$ cat src/rtl/mips_pkg.sv
// Shared MIPS-subset encodings: opcodes, multicycle FSM states and ALU operation codes.
package mips_pkg;

  typedef enum logic [2:0] {
    S_FETCH  = 3'b000,
    S_DECODE = 3'b001,
    S_EXEC   = 3'b010,
    S_MEM    = 3'b011,
    S_WB     = 3'b100,
    S_HALTED = 3'b101
  } state_e;

  localparam logic [3:0] OP_R    = 4'b0000;
  localparam logic [3:0] OP_LW   = 4'b0001;
  localparam logic [3:0] OP_BEQ  = 4'b0010;
  localparam logic [3:0] OP_SW   = 4'b0011;
  localparam logic [3:0] OP_JUMP = 4'b0100;
  localparam logic [3:0] OP_ORI  = 4'b0101;
  localparam logic [3:0] OP_ADDI = 4'b0110;
  localparam logic [3:0] OP_ANDI = 4'b0111;
  localparam logic [3:0] OP_SLTI = 4'b1000;
  localparam logic [3:0] OP_HALT = 4'b1111;

  localparam logic [3:0] ALU_ADD   = 4'b0000;
  localparam logic [3:0] ALU_SUB   = 4'b0001;
  localparam logic [3:0] ALU_FUNCT = 4'b0010;
  localparam logic [3:0] ALU_OR    = 4'b0011;
  localparam logic [3:0] ALU_AND   = 4'b0100;
  localparam logic [3:0] ALU_SLT   = 4'b0101;

  localparam logic [1:0] PC_INC    = 2'b00;
  localparam logic [1:0] PC_BRANCH = 2'b01;
  localparam logic [1:0] PC_JUMP   = 2'b10;

  // Opcodes 1001..1110 are reserved; HALT is defined but never enters EXEC.
  function automatic logic op_defined(input logic [3:0] op);
    return (op <= OP_SLTI) || (op == OP_HALT);
  endfunction

  function automatic logic op_uses_imm(input logic [3:0] op);
    case (op)
      OP_LW, OP_SW, OP_ORI, OP_ANDI, OP_ADDI, OP_SLTI: return 1'b1;
      default:                                         return 1'b0;
    endcase
  endfunction

endpackage

$ cat src/rtl/alu_op_decode.sv
// Maps an instruction opcode to the ALU operation code used during execution.
module alu_op_decode
  import mips_pkg::*;
(
  input  logic [3:0] op_i,
  output logic [3:0] alu_op_o
);

  always_comb begin
    alu_op_o = ALU_ADD;
    case (op_i)
      OP_R:                       alu_op_o = ALU_FUNCT;
      OP_BEQ:                     alu_op_o = ALU_SUB;
      OP_ORI:                     alu_op_o = ALU_OR;
      OP_ANDI:                    alu_op_o = ALU_AND;
      OP_SLTI:                    alu_op_o = ALU_SLT;
      OP_LW, OP_SW, OP_ADDI, OP_JUMP: alu_op_o = ALU_ADD;
      default:                    alu_op_o = ALU_ADD;
    endcase
  end

endmodule

$ cat src/rtl/multicycle_control.sv
// Multicycle MIPS-subset control FSM; outputs decode from current state and the opcode latched in DECODE.
module multicycle_control
  import mips_pkg::*;
(
  input  logic       clock,
  input  logic       reset,
  input  logic [3:0] opCode,
  input  logic       zero,
  input  logic       memReady,
  output logic       pcWrite,
  output logic [1:0] pcSrc,
  output logic       irWrite,
  output logic       memRead,
  output logic       memWrite,
  output logic       memToReg,
  output logic       regDst,
  output logic       aluSrc,
  output logic       regWrite,
  output logic [3:0] aluOp,
  output logic       halted,
  output logic       illegal,
  output logic [2:0] state
);

  state_e     state_q, state_d;
  logic [3:0] opcode_q, opcode_d;
  logic [3:0] dec_alu_op;

  alu_op_decode u_alu_op_decode (
    .op_i     (opcode_q),
    .alu_op_o (dec_alu_op)
  );

  always_ff @(posedge clock) begin
    if (reset) begin
      state_q  <= S_FETCH;
      opcode_q <= 4'b0000;
    end else begin
      state_q  <= state_d;
      opcode_q <= opcode_d;
    end
  end

  always_comb begin
    state_d  = state_q;
    opcode_d = opcode_q;
    pcWrite  = 1'b0;
    pcSrc    = PC_INC;
    irWrite  = 1'b0;
    memRead  = 1'b0;
    memWrite = 1'b0;
    memToReg = 1'b0;
    regDst   = 1'b0;
    aluSrc   = 1'b0;
    regWrite = 1'b0;
    aluOp    = 4'b0000;
    halted   = 1'b0;
    illegal  = 1'b0;
    case (state_q)
      S_FETCH: begin
        memRead = 1'b1;
        if (memReady) begin
          irWrite = 1'b1;
          pcWrite = 1'b1;
          state_d = S_DECODE;
        end else begin
          state_d = S_FETCH;
        end
      end
      // Branch on the live opcode here; later states see only the latched copy.
      S_DECODE: begin
        opcode_d = opCode;
        if (opCode == OP_HALT) begin
          state_d = S_HALTED;
        end else if (!op_defined(opCode)) begin
          illegal = 1'b1;
          state_d = S_FETCH;
        end else begin
          state_d = S_EXEC;
        end
      end
      S_EXEC: begin
        aluOp  = dec_alu_op;
        aluSrc = op_uses_imm(opcode_q);
        case (opcode_q)
          OP_BEQ: begin
            pcWrite = zero;
            pcSrc   = PC_BRANCH;
            state_d = S_FETCH;
          end
          OP_JUMP: begin
            pcWrite = 1'b1;
            pcSrc   = PC_JUMP;
            state_d = S_FETCH;
          end
          OP_LW, OP_SW: state_d = S_MEM;
          default:      state_d = S_WB;
        endcase
      end
      S_MEM: begin
        if (opcode_q == OP_SW) begin
          memWrite = 1'b1;
        end else begin
          memRead = 1'b1;
        end
        if (memReady) begin
          state_d = (opcode_q == OP_SW) ? S_FETCH : S_WB;
        end else begin
          state_d = S_MEM;
        end
      end
      S_WB: begin
        regWrite = 1'b1;
        regDst   = (opcode_q == OP_R);
        memToReg = (opcode_q == OP_LW);
        state_d  = S_FETCH;
      end
      S_HALTED: begin
        halted  = 1'b1;
        state_d = S_HALTED;
      end
      default: state_d = S_FETCH;
    endcase
  end

  assign state = state_q;

endmodule

$ cat config.mk
export PLATFORM = sky130hd
export DESIGN_NAME = multicycle_control
export DESIGN_NICKNAME = d
export VERILOG_FILES = /design/src/rtl/mips_pkg.sv /design/src/rtl/alu_op_decode.sv /design/src/rtl/multicycle_control.sv
export SDC_FILE = /design/constraint.sdc
export NUM_CORES = 1
export LEC_CHECK = 0
export CELL_PAD_IN_SITES_DETAIL_PLACEMENT = 1
export CELL_PAD_IN_SITES_GLOBAL_PLACEMENT = 1
export CORE_ASPECT_RATIO = 0.9
export CORE_UTILIZATION = 27
export CTS_CLUSTER_SIZE = 28
export DETAILED_ROUTE_END_ITERATION = 6
export GPL_ROUTABILITY_DRIVEN = 0
export PLACE_DENSITY = 0.72
export SLEW_MARGIN = 20
export SYNTH_ARGS = -nofsm -noshare
export SYNTH_HDL_FRONTEND = slang
export SYNTH_SLANG_ARGS = --single-unit
$ cat constraint.sdc
create_clock -name clock -period 1.45 [get_ports clock]
set_input_delay 0.2175 -clock clock [delete_from_list [all_inputs] [get_ports clock]]
set_output_delay 0.2175 -clock clock [all_outputs]
set_load 0.01 [all_outputs]
== Yosys cells after proc, flatten, opt, wreduce, memory -nomap -nowiden ==
Memory sizes are Yosys's and may differ from the RTL's. A register that Yosys moved wholly into a read port is not among the register bits.
Index checks and enable logic that the tools add are counted.
Cells by class
  $lt $le $gt $ge: 1
  equal/unequal tests: 14
  muxes and demuxes: 29
  reductions and logical operators: 6
Operator list (count)
  $eq A4 B3 Y1 const B: 4
  $mux W1: 15
  $pmux W3 S5: 1
  $mux W4: 3
  $mux W3: 3
  $eq A4 B2 Y1 const B: 2
  $eq A4 B4 Y1 const B: 2
  $eq A3 B2 Y1 const B: 2
  $eq A3 B3 Y1 const B: 2
  $pmux W1 S2: 3
  $pmux W3 S2: 1
  $reduce_or A6 Y1: 1
  $eq A4 B1 Y1 const B: 1
  $le A4 B4 Y1 const B: 1
  $logic_not A4 Y1: 1
  $mux W2: 2
  $pmux W2 S2: 1
  $reduce_or A2 Y1: 2
  $eq A3 B1 Y1 const B: 1
  $logic_not A3 Y1: 1
  $logic_or A1 B1 Y1: 1
Word-level totals
  flip-flop bits (word level): 7
  ROM bits: 48
  input port bits: 8
  output and inout port bits: 19
  memories: 1
Memory list
  (no name shown): words 16, bits a word 3, rd ports 1, clocked after Yosys merged registers in 1, wr ports 0, line alu_op_decode.sv:11  | case (op_i)

== Depth between registers and ports, before layout ==
Gate-level depths: netlist of the first run.
  depth after elaboration: 5
  depth in mapped cells: 5

== By module ==
Synthesis of the first run repeated with hierarchy kept, for this count alone.
Unflattened totals
  cell total of the unflattened synthesis: 75
  area, all modules: 609.3 µm²
By module, submodules not included
  multicycle_control: times used 1, cells an instance 65, area each 535.5 µm², sequential area each 140.1 µm²
  alu_op_decode: times used 1, cells an instance 10, area each 73.8 µm², sequential area each 0.0 µm²

== Worst setup path before layout of the first run ==
No wires, ideal clock.
  path type: reg2out
  start point: register state_q[1] (netlist: state[1])
  end point: output port pcWrite
  data arrival time: 1451 ps
  path slack: -218 ps
  cell stages (with the launch flop): 5
  cells stage by stage: dfxtp_1 clkbuf_1 nor3b_2 and4b_1 a311o_1
Between the ends
  word-level cells in the longest chain between the ends: 2
  elaborated cells between the ends (all ways): 3
RTL lines
  start, declared: line multicycle_control.sv:25  | state_e state_q, state_d;
  start signal, assigned: line multicycle_control.sv:39  | state_q <= state_d;
  $eq A3 B2 Y1 or $logic_not A3 Y1 (tied branches): line multicycle_control.sv:59  | case (state_q)
  $pmux W1 S2 (*): line multicycle_control.sv:59
  end, declared: line multicycle_control.sv:10  | output logic pcWrite,
Mark *: on every way between the ends. The rest lies on a longest branch, timed or not.

== Worst setup path in the final report of the first run ==
  start point: register state_q[0] (netlist: state[0])
  end point: output port pcWrite
The elaborated chain is that of the path after synthesis.

==> impl_metrics.json, run 1 <==
{
  "drt_iter0_drc": 25,
  "pwr_density_cell_mw_per_mm2": 639.6,
  "ir_drop_uv": 283.0,
  "yosys_warnings": 0,
  "grt_pass1_wl_um": 5057,
  "overflow": 0,
  "setup_viol": 17,
  "die_h_um": 52.19,
  "hold_slack_ns": 0.6705,
  "n_fill_cell": 313,
  "antenna_found_initial": 0,
  "syn_inst": 106,
  "die_x_um": 57.77,
  "nets": 180,
  "numCtsBuffers": 3,
  "syn_to_final_growth_pct": 98.51,
  "diodes": 0,
  "drv_cap": 0,
  "clock_sinks": 10,
  "setup_tns_ns": -2.449,
  "outcome": "complete, but fails checks",
  "worstHoldStart": "opcode_q[3]",
  "start_util": 0.2961,
  "finalClockSkew_ns": 0.001180,
  "drt-total-wl_um": 3377,
  "post-route-util": 0.5877,
  "fin_crit_ns": 1.691,
  "cp_data_required_time_ns": 1.23,
  "drt-pass1-iter-count": 6,
  "finalCritPeriodShare": 1.166,
  "cts_max_path_buffers": 2,
  "vias": 1027,
  "avgViaCountPerCell": 5.161,
  "finalPower_uw": 959.5,
  "place_inst": 183,
  "start_kind": "flop",
  "yosys.area.top_type": "dfxtp_1",
  "ioPinCount": 27,
  "cts_tree": "built",
  "cellLeakagePower_nw": 0.6843,
  "routedWlPerCell_um": 16.97,
  "end_kind": "output pin",
  "cts_root_buf": "clkbuf_4",
  "htree_levels": 1,
  "clkTransAtPathRegs_ns": 0.07,
  "synth_cell_types": 43,
  "die-area_mm2": 0.003015,
  "dp_hpwl_um": 2037,
  "timing.rr.start": "opcode_q[3]",
  "crit_type": "flop to output pin",
  "worstPathArrival_ns": 1.47,
  "finalHoldViolations": 0,
  "synthTopCellsByArea": "dfxtp_1, a21oi_1, nand2_1, and2_1, nor2_1",
  "final.setup.worst_slack_ns": -0.2405,
  "slew_violations": 0,
  "synth_top_area_frac": 0.2649,
  "layoutNonFillerInstCount": 199,
  "fp-row-count": 17,
  "grt_usage": 0.2213,
  "drive_gt1_frac": 0.5673,
  "ant_nets": 0,
  "syn_area_um2": 755.7,
  "synth-seq-area-share": 0.2649,
  "synth_nets": 114,
  "synth-seq-cells": 10,
  "core_mm2": 0.002552,
  "max_freq_mhz": 591.5,
  "drc_errors": 1,
  "cts_hold_buffers": 0,
  "grt_max_degree": 11,
  "rsz0062_at_grt": "true",
  "clkLatencyLatePin_ns": 0.27,
  "r2r_setup_slack_ns": -0.13,
  "crit_fanout": 5,
  "hold_path.class": "flop to flop",
  "critical_path.startpoint": "state[0]",
  "violations": "design-rule violations, negative setup slack",
  "io_buffers": 25,
  "grt_pass1_vias": 1076,
  "syn_area_per_cell_um2": 7.129
}
[placed cells by master, fill, tap and decap left out, drive strengths merged, types with 2 or more instances in the layout]
cell,n
clkbuf,4
nand2b,2
nand2,13
nor2,10
or3b,2
inv,2
nor3,3
o21ai,2
clkdlybuf4s50,7
buf,60
dfxtp,10
and2,6
nand3,4
nor3b,3
xor2,2
dlygate4sd2,2
nor2b,3
a211oi,2
clkdlybuf4s15,2
a21oi,10
nor4b,2
[critical path, cell delays in order, from the launching register on]
cell and delay [ns]:
dfxtp_2 0.35, buf_6 0.13, nor3b_4 0.05, buf_4 0.13
and3_4 0.14, a311o_1 0.26, buf_2 0.14
[metrics by stage]
| step | area [um^2] | setup WS, ns |
|---|---|---|
| after detailed placement | 1265 | -0.3853 |
| after CTS | 1431 | -0.2344 |
| after global placement | 1265 | -0.3629 |
| after floorplan | 787.0 | -0.02228 |
| final | 1500 | -0.2405 |
| after global routing | 1500 | -0.2863 |
[final cells by class]
type,count,area (um^2),area share
Tap cell,28,35.03,0.02335
Timing Repair Buffer,71,565.5,0.3770
Multi-Input combinational cell,84,634.4,0.4229
Sequential cell,10,221.5,0.1476
Inverter,2,7.507,0.005004
Clock buffer,4,36.28,0.02419
[kinds of logic after synthesis]
group,count (synthesis),share of synthesized area
other,1,0.004962
AOI/OAI and AO/OA,22,0.1838
DFF,10,0.2649
buffers and inverters,12,0.07617
and+or+nand+nor,58,0.4355
xor gates and xnor gates,3,0.03477
[registers in the layout, indices dropped and copies added (netlist names)]
| name | cells |
|---|---|
| opcode_q | 4 |
| state | 3 |
| u_alu_op_decode.alu_op_o | 3 |
[final timing paths]
kind         cells past startpoint     endpoint
max                              6      pcWrite
min                              3  opcode_q[3]
max reg2reg                      4     state[1]
min reg2reg                      3  opcode_q[3]
[Yosys cell counts, drive strengths merged]
library cell / number
nor4: 1
nand2b: 2
xor2: 2
a311o: 1
and3b: 1
nor2: 10
nor4b: 2
o21ai: 2
dfxtp: 10
a31oi: 1
a22o: 1
conb: 1
or3: 1
inv: 2
a211oi: 2
or3b: 2
o211ai: 1
nand3b: 1
clkbuf: 7
nand4: 1
o21a: 1
nand2: 13
o21bai: 1
and3: 1
buf: 3
nor2b: 3
or4: 1
o31ai: 1
or2: 1
and4b: 1
xnor2: 1
nor3b: 3
a21oi: 10
o311ai: 1
nor3: 3
nand3: 4
nand4b: 1
and2: 6
[power breakdown]
part / leakage (nW) / internal [mW] / switching, mW
combinational: 0.577 / 0.211 / 0.174
clock: 0.0210 / 0.153 / 0.106
sequential: 0.0862 / 0.291 / 0.0235
total: 0.684 / 0.656 / 0.304
[repair_timing]
item	4_1_cts	5_1_grt
setup buffers	9	5
endpoints found under the setup margin	20	19
pin swaps	9	6
cloned	0	0
gates resized for setup	92	18
[metal layers]
metal / GRT usage / routed length [um] / up-vias
li1: - / - / 498
met1: 0.2609 / 1521 / 509
met2: 0.4128 / 1772 / 16
met3: 0.01728 / 41 / 4
met4: 0.09524 / 41 / 0
met5: 0 / 0 / -
No activity file was read; power rests on OpenSTA's default activity.
==> run 2: changes to the inputs <==
--- a/config.mk
+++ b/config.mk
@@ -5,11 +5,12 @@
 export SDC_FILE = /design/constraint.sdc
 export NUM_CORES = 1
 export LEC_CHECK = 0
+export CAP_MARGIN = 10
 export CELL_PAD_IN_SITES_DETAIL_PLACEMENT = 1
 export CELL_PAD_IN_SITES_GLOBAL_PLACEMENT = 1
 export CORE_ASPECT_RATIO = 0.9
 export CORE_UTILIZATION = 27
-export CTS_CLUSTER_SIZE = 28
+export CTS_CLUSTER_SIZE = 40
 export DETAILED_ROUTE_END_ITERATION = 6
 export GPL_ROUTABILITY_DRIVEN = 0
 export PLACE_DENSITY = 0.72
==> results of run 2 <==
Final layout, timing and power as in run 1 (identical DEF).
==> run 3: changes to the inputs <==
--- a/config.mk
+++ b/config.mk
@@ -14,6 +14,7 @@
 export DETAILED_ROUTE_END_ITERATION = 6
 export GPL_ROUTABILITY_DRIVEN = 0
 export PLACE_DENSITY = 0.72
+export SKIP_CTS_REPAIR_TIMING = 1
 export SLEW_MARGIN = 20
 export SYNTH_ARGS = -nofsm -noshare
 export SYNTH_HDL_FRONTEND = slang
==> run 3 against run 2 <==
Net effect: the flow still finishes with violations (design-rule violations, negative setup slack); clock power hardly changed; worst setup slack worse by 0.0026 ns; clock skew is 0.0042 ns higher.
==> impl_metrics.json, run 3 (synthesized netlist as in run 1, its figures left out) <==
{
  "start_kind": "flop",
  "dp_hpwl_um": 2037,
  "n_fill_cell": 321,
  "r2r_setup_slack_ns": -0.12,
  "hold_path.class": "flop to flop",
  "critPathMaxStageDelay_ns": 0.36,
  "slowest_stage": "dfxtp_2",
  "setup_viol": 15,
  "syn_to_final_growth_pct": 88.41,
  "grt_max_degree": 11,
  "multi_input_area_um2": 608.1,
  "layout_commonest_cell": "buf_4",
  "start_util": 0.2961,
  "die-area_mm2": 0.003015,
  "layoutNonFillerInstCount": 191,
  "grt.busiest_layer": "met2",
  "regArea_um2": 221.5,
  "cp_cell_sequence": "buf_6 -> nor3b_4 -> and4b_1 -> a311o_1 -> buf_2",
  "fp-row-count": 17,
  "htree_levels": 1,
  "grt_pass1_wl_um": 4257,
  "final.setup.worst_slack_ns": -0.2431,
  "cp_num_buf_inv": 2,
  "violations": "design-rule violations, negative setup slack",
  "rsz0062_at_grt": "true",
  "worstPathArrival_ns": 1.48,
  "grtUsageMet3": 0.01481,
  "diodes": 0,
  "slew_violations": 0,
  "regMostFlops": "opcode_q",
  "fin_crit_ns": 1.693,
  "hold_slack_ns": 0.5851,
  "finalClockSkew_ns": 0.005423,
  "die_h_um": 52.19,
  "critical_path.startpoint": "state[0]",
  "final_area_mm2": 0.001424,
  "core_mm2": 0.002552,
  "end_kind": "output pin",
  "ioPinCount": 27,
  "cts_max_path_buffers": 2,
  "largest_register_ffs": 4,
  "layout_common_cells": "buf_4, nand2_1, a21oi_1",
  "drc_errors": 1,
  "avgViaCountPerCell": 5.168,
  "overflow": 0,
  "outcome": "complete, but fails checks",
  "cellLeakagePower_nw": 0.7252,
  "setup_tns_ns": -1.756,
  "cp_top_family": "flip-flops",
  "worstRegToRegCells": 4,
  "io_buffers": 25,
  "die_x_um": 57.77,
  "clkLatencyLatePin_ns": 0.27,
  "crit_end": "pcWrite",
  "grtUsageMet1": 0.2309,
  "grt_pass1_vias": 967,
  "ir_drop_uv": 280.4,
  "clkTransAtPathRegs_ns": 0.07,
  "clock_sinks": 10,
  "drt-pass1-iter-count": 5,
  "cp_data_required_time_ns": 1.23,
  "pwr_density_cell_mw_per_mm2": 640.6,
  "place_inst": 183,
  "drive_gt1_frac": 0.5031,
  "drt_iter0_drc": 16,
  "max_freq_mhz": 590.6,
  "cts_tree": "built",
  "antenna_found_initial": 0,
  "drv_cap": 0,
  "crit_cells": 5,
  "crit_fanout": 6,
  "drt-total-wl_um": 2863,
  "vias": 987,
  "cts_root_buf": "clkbuf_4",
  "ant_nets": 0,
  "use_met2": 0.3198,
  "finalPower_uw": 912.1,
  "place_area_mm2": 0.001265,
  "timing.rr.start": "opcode_q[2]",
  "timing.rr.end": "state[1]",
  "numCtsBuffers": 3,
  "grt_usage": 0.1832,
  "finalCritPeriodShare": 1.168,
  "routedWlPerCell_um": 14.99,
  "nets": 172,
  "finalHoldViolations": 0,
  "crit_type": "flop to output pin"
}
-- run 3: layer usage --
metal | wire (um) | vias to the layer above
met1 | 1195 | 483
met3 | 56 | 4
met2 | 1568 | 16
met5 | 0 | -
li1 | - | 484
met4 | 42 | 0
-- run 3: worst min-delay path by stage --
stage,endpoint,startpoint,depth (start not counted)
final,state[1],state[0],2
after CTS,state[1],state[0],2
after detailed placement,state[1],state[0],2
after global placement,state[1],state[0],2
after floorplan,opcode_q[2],opCode[2],2
after global routing,state[1],state[0],2
-- run 3: final cells by class --
type,instances,area share
Clock buffer,4,0.02548
Inverter,2,0.005272
Multi-Input combinational cell,84,0.4271
Sequential cell,10,0.1555
Tap cell,28,0.02460
Timing Repair Buffer,63,0.3620
-- run 3: stage by stage --
step / worst slack [ns] / utilization
final: -0.2431 / 0.5578
after global routing: -0.3241 / 0.5578
after CTS: -0.6756 / 0.5098
after detailed placement: -0.3853 / 0.4956
after global placement: -0.3629 / 0.4956
after floorplan: -0.02228 / -
-- run 3: report_power, final --
group	switching, mW	leakage, nW	internal [mW]
Combinational	0.152	0.618	0.184
Sequential	0.0258	0.0862	0.291
Clock	0.105	0.0210	0.153
-- run 3: worst min-delay path, stage by stage, from the launching register on --
cell and delay, ns:
dfxtp_2 0.34, o311ai_0 0.13, a211oi_2 0.08
==> edit (flow settings as in run 2) <==
Make the reset (`reset`) asynchronous in one clocked block.
--- a/src/rtl/multicycle_control.sv
+++ b/src/rtl/multicycle_control.sv
@@ -32,5 +32,5 @@
   );
 
-  always_ff @(posedge clock) begin
+  always_ff @(posedge clock or posedge reset) begin
     if (reset) begin
       state_q  <= S_FETCH;
Check against the original RTL: differs if reset is asserted again (counterexample within 4 cycles, from zero or initial values and one cycle with reset high); with reset held inactive, the same outputs for 10 cycles.
==> edit against run 2 <==
- the flow finishes with violations (negative setup slack)
- non-clock buffer count is the same
- synthesized area shrank 12%
- via count shrank 11%
- cell count shrank 13%
- worst setup slack gained 0.013 ns
- clock skew grew 0.0035 ns
- cell area shrank 2.7%
- routed wire length grew 0.15%
- sequential cell count shrank 3
- critical path type unchanged
Power is not compared: it rests on default switching activity, and its combinational part moved more than twofold at a synthesized area within 25%.
==> edit: results (changes against run 2) <==
[layout]
drive_gt1_share_pct=72.1  ; +15 points
nNetsFinal=156  ; -13%

[drt]
viasPerCell=5.26  ; +2.0%
vias=916  ; -11%
dr.pass1.iters=4  ; -2
wirelength_um=3380  ; +0.15%
drt_iter0_drc=15  ; -40%

[power]
p_seq_share_pct=44.9
p_leak_nw=0.656
cellInternalPower_mw=0.329

[global_routing]
grt_pass1_wl_um=5200  ; +2.7%
grt_pass1_vias=1027  ; -4.6%
grt_start_max_net_pins=9  ; -2
track_usage_pct=27.6  ; +5.4 points
antenna_found_initial=0  ; unchanged

[clocking]
post-cts-setup-buffer-count=18  ; +9
ctsResizeCount=113  ; +23%
clock_path_buffers=2  ; unchanged
htree_levels=1  ; unchanged
cts_buffers=3  ; unchanged

[placed_design]
dp_slack_ns=-0.406  ; -0.0203 ns
port_buffers=25  ; unchanged
dp_hpwl_um=1760  ; -14%
placed_area_mm2=0.00113  ; -11%
dp.cells=152  ; -17%

[setup_path]
cp_top_family=simple AND/OR/NAND/NOR gates
reg2reg_slack_ns=-0.09  ; +0.04 ns
rr_endpoint=state[1]$_DFF_PP0_
r2r_start=opcode_q[3]$_DFFE_PP0P_
crit_fanout=5  ; unchanged
endpoint=illegal
critPathLaunch=state[1]$_DFF_PP0_
crit_slowest_cell=dfrtp_2
slowest_delay_ns=0.45  ; +0.10 ns

[synthesis]
async_flop_share_pct=100  ; +100 points
synthCells=80  ; -25%
synth_nets=88  ; -23%
yosys_warnings=0  ; unchanged
yosys-top-cells-area=dfrtp_1 26%, mux2_2 5.1%, buf_2 4.5%, nor3_1 4.5%, nor3b_1 4.5%
yosys-top-cells-count=7 x dfrtp_1, 6 x buf_2, 6 x nor3_1
yosysUniqueCellTypes=37  ; -14%
synth_ff_type=dfrtp_1
yosysSeqAreaShare_pct=26.3  ; -0.17 points

[timing]
whs_ns=0.215  ; -0.455 ns
setup_violations=20  ; +3
finalClockSkew_ns=0.00470  ; +0.00352 ns
finalSetupTns_ns=-2.54  ; -0.0955 ns
setup_ws_ns=-0.227  ; +0.0131 ns

[min_path]
hp-class=input port to asynchronous set/reset pin

[run_status]
violations=negative setup slack
status=complete, but fails checks

[edit: kinds of logic (layout without fill, tap and decap cells)]
| logic type | after synthesis | count (layout) | share of synthesized area [%] |
|---|---|---|---|
| AOI/OAI and AO/OA | 16 | 16 | 17.9 |
| xor gates and xnor gates | 1 | 1 | 1.32 |
| buffers and inverters | 10 | 77 | 8.46 |
| DFF | 7 | 7 | 26.3 |
| muxes | 3 | 3 | 5.07 |
| other | 1 | 1 | 0.563 |
| and+or+nand+nor | 42 | 42 | 40.4 |
[edit: layout make-up]
class | count | area [um^2]
Clock buffer | 4 | 26.3
Fill cell | 257 | 782
Inverter | 2 | 7.51
Multi-Input combinational cell | 63 | 618
Sequential cell | 7 | 183
Tap cell | 27 | 33.8
Timing Repair Buffer | 71 | 592
[edit: per-layer routing]
layer / wire length (um) / track usage (%) / share of wire, %
met1: 1420 / 32.8 / 42
met2: 1800 / 49.2 / 53
met3: 105 / 4.05 / 3.1
met4: 54 / 7.69 / 1.6
met5: 0 / 0 / 0
